<file path="src/rtl/flappy_pkg.sv">
// Shared constants and types for the pipe game datapath.
// Screen geometry, pipe layout, gap sizing and the pipe scroll state encoding.
// Consumed by pipe_generate, the crash checker and the renderer.
package flappy_pkg;

   // Screen geometry
   localparam logic [11:0] H_ACTIVE     = 12'd640;
   localparam logic [11:0] V_ACTIVE     = 12'd480;

   // Pipe layout: x is the right edge, a pipe spans [x-PIPE_W, x)
   localparam int          NUM_PIPES    = 3;
   localparam logic [11:0] PIPE_W       = 12'd52;
   localparam logic [11:0] PIPE_SPACING = 12'd240;

   // Distance a respawned pipe jumps forward: behind the last of the three
   localparam logic [11:0] RESPAWN_DX   = 12'd720;

   // Gap geometry; GAP_HEIGHT is the opening size used by crash checker and renderer
   localparam logic [11:0] GAP_MIN      = 12'd80;
   localparam logic [11:0] GAP_RANGE    = 12'd240;
   localparam logic [11:0] GAP_INIT     = 12'd200;
   localparam logic [11:0] GAP_HEIGHT   = 12'd120;

   // Scroll speed in pixels per frame
   localparam logic [11:0] SPEED        = 12'd2;
   localparam logic [11:0] SPEED_MAX    = 12'd6;

   // Nonzero seed for the gap-height LFSR
   localparam logic [15:0] LFSR_SEED    = 16'hACE1;

   // Pipe scroll state encoding
   typedef enum logic [1:0] {
      IDLE   = 2'd0,
      SCROLL = 2'd1,
      FREEZE = 2'd2
   } pipe_state_t;

   // Map a random byte into [0, GAP_RANGE); single subtraction suffices since GAP_RANGE > 128
   function automatic logic [11:0] fold_gap(input logic [7:0] r);
      logic [11:0] r_w;
      r_w = {4'd0, r};
      if (r_w < GAP_RANGE) begin
         fold_gap = r_w;
      end else begin
         fold_gap = r_w - GAP_RANGE;
      end
   endfunction

   // Start-of-game right-edge x of pipe index k (0-based)
   function automatic logic [11:0] pipe_start_x(input int k);
      logic [11:0] k_w;
      k_w = 12'(k);
      pipe_start_x = H_ACTIVE + PIPE_W + k_w * PIPE_SPACING;
   endfunction

endpackage

</file>
<file path="src/rtl/pipe_lfsr.sv">
// Free-running 16-bit Galois LFSR (x^16+x^14+x^13+x^11) supplying gap-height randomness.
// Latency: advances one step every clk; out is the current register value.
// Backpressure: none, never stalls; the seed is reloaded only by rst.
module pipe_lfsr #(
   parameter logic [15:0] SEED = 16'hACE1
) (
   input  logic        clk,
   input  logic        rst,
   output logic [15:0] out
);

   logic [15:0] lfsr_q;
   logic [15:0] lfsr_nxt;

   // Shift right; when the bit falling out is 1, fold it back into the tap positions
   always_comb begin
      lfsr_nxt        = {1'b0, lfsr_q[15:1]};
      lfsr_nxt[15]    = lfsr_q[0];
      lfsr_nxt[13]    = lfsr_q[14] ^ lfsr_q[0];
      lfsr_nxt[12]    = lfsr_q[13] ^ lfsr_q[0];
      lfsr_nxt[10]    = lfsr_q[11] ^ lfsr_q[0];
   end

   // State register; a nonzero seed keeps the sequence out of the all-zero lockup
   always_ff @(posedge clk) begin
      if (rst) begin
         lfsr_q <= SEED;
      end else begin
         lfsr_q <= lfsr_nxt;
      end
   end

   assign out = lfsr_q;

endmodule

</file>
<file path="src/rtl/pipe_generate.sv">
// Produces three scrolling pipe descriptors (right-edge x, gap-top y) for FSM, crash checker, renderer.
// Latency: positions update on the clk edge where the vs rising-edge tick is high; state changes take 1 clk.
// Backpressure: none; frozen in FREEZE, start layout in IDLE. Optional speed-up via PIPE_SPEEDUP_EN.
module pipe_generate
   import flappy_pkg::*;
(
   input  logic        clk,
   input  logic        rst,
   input  logic        vs,
   input  logic        waiting,
   input  logic        play,
   input  logic        over,
   input  logic [11:0] score,
   output logic [11:0] pipe1_x,
   output logic [11:0] pipe1_y,
   output logic [11:0] pipe2_x,
   output logic [11:0] pipe2_y,
   output logic [11:0] pipe3_x,
   output logic [11:0] pipe3_y
);

   pipe_state_t state;
   pipe_state_t state_nxt;
   logic        vs_d;
   logic        tick;
   logic        load_init;
   logic        scroll_en;
   logic [11:0] spd;
   logic [15:0] lfsr;

   // Delay vs by one clk so a frame tick is exactly one clk wide per vs rising edge
   always_ff @(posedge clk) begin
      if (rst) begin
         vs_d <= 1'b0;
      end else begin
         vs_d <= vs;
      end
   end

   assign tick = vs & ~vs_d;

   pipe_lfsr #(
      .SEED (LFSR_SEED)
   ) u_lfsr (
      .clk (clk),
      .rst (rst),
      .out (lfsr)
   );

   // State register
   always_ff @(posedge clk) begin
      if (rst) begin
         state <= IDLE;
      end else begin
         state <= state_nxt;
      end
   end

   // Next-state: each state leaves only on its own flag, otherwise holds
   always_comb begin
      state_nxt = state;
      case (state)
         IDLE:    if (play)    state_nxt = SCROLL;
         SCROLL:  if (over)    state_nxt = FREEZE;
         FREEZE:  if (waiting) state_nxt = IDLE;
         default:              state_nxt = IDLE;
      endcase
   end

   // Decoded controls: IDLE reloads the start layout, SCROLL moves on ticks, FREEZE holds
   always_comb begin
      load_init = 1'b0;
      scroll_en = 1'b0;
      case (state)
         IDLE:    load_init = 1'b1;
         SCROLL:  scroll_en = 1'b1;
         FREEZE:  ;
         default: load_init = 1'b1;
      endcase
   end

`ifdef PIPE_SPEEDUP_EN
   logic [11:0] spd_q;
   logic [11:0] spd_cap;

   // Target speed grows by one for every 8 points, capped at SPEED_MAX
   always_comb begin
      spd_cap = SPEED + {3'd0, score[11:3]};
      if (spd_cap > SPEED_MAX) begin
         spd_cap = SPEED_MAX;
      end
   end

   // Latch the target on each tick so a speed change only applies from the next frame
   always_ff @(posedge clk) begin
      if (rst) begin
         spd_q <= SPEED;
      end else if (tick) begin
         spd_q <= spd_cap;
      end
   end

   assign spd = spd_q;
`else
   logic unused_score;

   assign spd          = SPEED;
   assign unused_score = ^score;
`endif

   // One identical update per pipe; each pipe draws a different LFSR byte so simultaneous respawns differ
   for (genvar k = 0; k < NUM_PIPES; k++) begin : g_pipe
      localparam logic [11:0] START_X = pipe_start_x(k);

      logic [11:0] x_r;
      logic [11:0] y_r;
      logic [7:0]  rnd;

      assign rnd = lfsr[4*k +: 8];

      // Scroll left by spd each tick; a pipe that would leave the screen jumps behind the last one
      always_ff @(posedge clk) begin
         if (rst || load_init) begin
            x_r <= START_X;
            y_r <= GAP_INIT;
         end else if (scroll_en && tick) begin
            if (x_r > spd) begin
               x_r <= x_r - spd;
            end else begin
               x_r <= x_r - spd + RESPAWN_DX;
               y_r <= GAP_MIN + fold_gap(rnd);
            end
         end
      end
   end

   assign pipe1_x = g_pipe[0].x_r;
   assign pipe1_y = g_pipe[0].y_r;
   assign pipe2_x = g_pipe[1].x_r;
   assign pipe2_y = g_pipe[1].y_r;
   assign pipe3_x = g_pipe[2].x_r;
   assign pipe3_y = g_pipe[2].y_r;

endmodule

</file>
<file path="config.mk">
export PLATFORM = sky130hd
export DESIGN_NAME = pipe_generate
export DESIGN_NICKNAME = d
export VERILOG_FILES = /design/src/rtl/flappy_pkg.sv /design/src/rtl/pipe_lfsr.sv /design/src/rtl/pipe_generate.sv
export SDC_FILE = /design/constraint.sdc
export NUM_CORES = 1
export LEC_CHECK = 0
export CAP_MARGIN = 5
export CORE_ASPECT_RATIO = 1.1
export CORE_MARGIN = 1.5
export CORE_UTILIZATION = 65
export DETAILED_ROUTE_END_ITERATION = 10
export DONT_BUFFER_PORTS = 1
export GPL_TIMING_DRIVEN = 1
export HOLD_SLACK_MARGIN = 0.1
export PLACE_DENSITY = 0.83
export SLEW_MARGIN = 25
export SYNTH_ARGS = -nofsm -noshare
export SYNTH_HDL_FRONTEND = slang
export SYNTH_SLANG_ARGS = --single-unit
</file>
<file path="constraint.sdc">
create_clock -name clk -period 4.6 [get_ports clk]
set_input_delay 0.69 -clock clk [delete_from_list [all_inputs] [get_ports clk]]
set_output_delay 0.69 -clock clk [all_outputs]
set_load 0.02 [all_outputs]
</file>
==> results.txt <==
----------------------------------------------------
[Worst setup path]
  Largest fanout on the critical path ... 12
  Crit path required time ... 4890 ps
  Most frequent CP cell ... ha_1
  Critical Path Sink Type ... flop
  CP arrival ... 3460 ps
  Worst R2R Setup Slack ... 1430 ps
  Start-to-end type of the worst setup path ... flop to flop
  Slowest cell on crit path ... or3b_2
  Worst-case reg-to-reg path depth ... 10
  Kind of start point of the critical path ... flop
  CP Cell Sequence ... inv_1, ha_1, or3b_2, xnor2_1, ha_1, a2111oi_0, a211oi_1, xor2_1, or3_1, nand3_1
  Max incr delay on CP ... 540 ps

[Yosys]
  Synth cell types ... 60
  Cell with the most instances after synthesis ... dfxtp_1
  Yosys warns ... 0
  Fraction of registers with async set or reset after synthesis ... 0
  Count of mapped cells out of synthesis ... ~590
  Cell type with the largest total area after synthesis ... dfxtp_1
  Most common library cells after synthesis ... dfxtp_1 (88), nand2_1 (86), a21oi_1 (51)
  Share of synthesized area occupied by flip-flops and latches ... 0.384
  Post-synthesis instance area ... 0.00459 mm2
  Number of enable flip-flop cells after synthesis ... 0
  Mean post-synth cell area ... 7.79 um2
  Leading register cell type out of synthesis ... dfxtp_1
  Proportion of netlist area held by the largest area contributor ... 0.384
  Synth Register Bits ... 88
  Top cells by area in the synthesized netlist ... dfxtp_1 (38%), nand2_1 (7.0%), a21oi_1 (5.6%)

[Drt]
  Highest signal layer in the routed design ... met4
  Met2 Wirelength ... 4710 um
  Initial DRC count ... 300
  Routed metal-1 wire length ... 4380 um
  DRT Wirelength ... roughly 10000 um
  DR WL met3 ... 636 um
  Vias after detailed routing ... 4021
  Ratio of routed vias to standard cells ... 6.25
  First drt pass iteration count ... 5
  Wirelength per Cell ... 15.3 um
  Remaining design rule violation count ... 0
  Remaining number of nets flagged by the antenna check after routing ... 0

[Global route]
  Number of global-route vias before repair ... 3678
  Wire length of the first global-routing pass ... 16800 um
  GRT Util Overall ... 0.263
  Total grt overflow ... 0
  Largest net degree at the start of global routing ... 50
  Number of antenna violations at the first check in global routing ... 0

[STA]
  Worst-case headroom to the max-slew limit ... 0.329
  Final clock skew ... around 10 ps
  Max-slew violation count ... 0
  Time the worst path needs with I/O delays and setup ... 3170 ps
  Maximum achievable frequency ... approximately 0.32 GHz
  Unrepaired setup endpoints after global routing ... no
  Number of setup violations in the final report ... 0
  Setup Total Neg Slack ... 0 ps
  Transition time at the pin with the least slew margin ... 1010 ps
  Endpoints failing hold ... 0
  Fin crit share ... 0.688

[Layout]
  Share of post-route cells with drive strength above 1 ... 0.0749
  Total inserted antenna cells ... 0
  Layout fillers ... 547
  Net total in the final layout ... 590
  Summed area of non-filler cells in the final layout ... 0.00472 mm2
  Area overhead of the layout relative to synthesis ... 2.89%

[Clock tree]
  Post-CTS sizing ... 0
  Number of buffers on the longest clock path ... 2
  CTS tree ... built
  Root Buffer ... clkbuf_8
  Post-cts hold buffer count ... 0
  Number of H-tree levels ... 3
  Insertion delay to the later sink of the worst-skew pair ... 350 ps
  Total clock buffers created by CTS ... 9
  # Post-CTS Setup Buffers ... 0
  Sink count of the clock tree ... 88
  Clock transition at the registers of the reported paths ... ~100 ps

[Floorplan]
  Placement Rows ... 31
  Height of the die ... 91.1 um
  Num ports ... 90
  Die extent in x ... between 80 and 90 um
  Die Footprint ... 0.00757 mm2
  Total core area ... around 0.0067 mm2
  Starting density of the core ... 0.684

[Power]
  Max rail drop VDD ... 284 uV
  LEAKAGE ... 1.68 nW
  Power per Cell Area ... 302 mW/mm2
  Post-route total power ... 1.42 mW

[Status]
  Run status ... complete, no violations

[Placed design]
  Detailed placement HPWL ... ~6700 um
  Placed Instance Area ... 0.00452 mm2
  Gpl congestion ... 0.865
  Count of input and output buffers ... 0

[Job]
  Max-capacitance violation count ... 0

[Min path]
  Tightest Hold Check Type ... primary input to flop
  Cell depth of the worst min-delay path ... 1

----------------------------------------------------
## per-layer routing
metal / global-route usage / vias up
met1: 0.339 / 1888
met4: 0.0778 / 0
met3: 0.0536 / 10
met5: 0 / -
li1: - / 1991
met2: 0.446 / 132
## layout by cell type (no fill, tap or decap), drive strengths merged, types with 6 or more instances in the layout
cell,count
a21oi,52
a311oi,7
clkbuf,9
dfxtp,88
ha,16
inv,22
nand2,86
nand3,18
nor2,50
nor2b,10
nor3,20
nor3b,7
nor4,7
o211ai,10
o21ai,28
or2,12
or3,14
xnor2,15
xor2,6
## sequential cells by signal (all words and copies together), names as in the netlist
signal / cells
pipe1_x: 11
pipe1_y: 12
pipe2_x: 11
pipe2_y: 12
pipe3_x: 11
pipe3_y: 12
state: 2
u_lfsr.out: 16
vs_d: 1
## cell type report
type | instances | area (um2) | area share
flip-flops and latches | 88 | 1760 | 0.373
clock inverters | 7 | 73.8 | 0.0156
clock buffers | 9 | 124 | 0.0262
inverters | 19 | 71.3 | 0.0151
repair buffers | 2 | 15.0 | 0.00318
well taps | 82 | 103 | 0.0217
multi-input cells | 436 | 2570 | 0.545
## kinds of logic (layout without fill, tap and decap cells)
kind of cell             count (synthesis)  count (layout)  synth area share
AO/OA/AOI/OAI                          137             137             0.188
XOR/XNOR                                21              21            0.0401
adder cells (fa/ha/maj)                 16              16            0.0436
buffers and inverters                   67              37            0.0594
flip-flops                              88              88             0.384
multiplexers                             6               6            0.0134
other                                    1               3          0.000817
AND/OR/NAND/NOR                        253             253             0.271
## through the flow
stage               hold slack, ps  setup WS, ps  instances  utilization
finish                         396          1430        643        0.704
global placement               430          1740        627        0.673
global route                   377          1390        643        0.704
CTS                            381          1590        643        0.703
detailed placement             424          1610        627        0.673
floorplan                      417          1800        591            -
## critical path: cells and delay by family, from the launching register on
kind / cells / cell delay [ps]
DFF: 1 / 500
AOI/OAI and AO/OA: 2 / 590
xor gates and xnor gates: 2 / 350
buffers and inverters: 1 / 150
adders and majority gates: 2 / 560
and+or+nand+nor: 3 / 950
## report_power, final
| group | internal (mW) | total (mW) | switching, mW |
|---|---|---|---|
| clock | 0.213 | 0.519 | 0.306 |
| sequential | 0.775 | 0.798 | 0.0229 |
| combinational | 0.0359 | 0.107 | 0.0711 |
| total | 1.02 | 1.42 | 0.400 |
## final timing paths
path / from / to
min reg2reg: u_lfsr.out[1]$_SDFF_PP0_ / u_lfsr.out[0]$_SDFF_PP1_
max reg2reg: pipe2_x[1]$_SDFFE_PP0P_ / pipe2_x[8]$_SDFFE_PP1P_
max: pipe2_x[1]$_SDFFE_PP0P_ / pipe2_x[8]$_SDFFE_PP1P_
min: rst / vs_d$_SDFF_PP0_
Note: power is estimated with default switching activity, not from simulation.
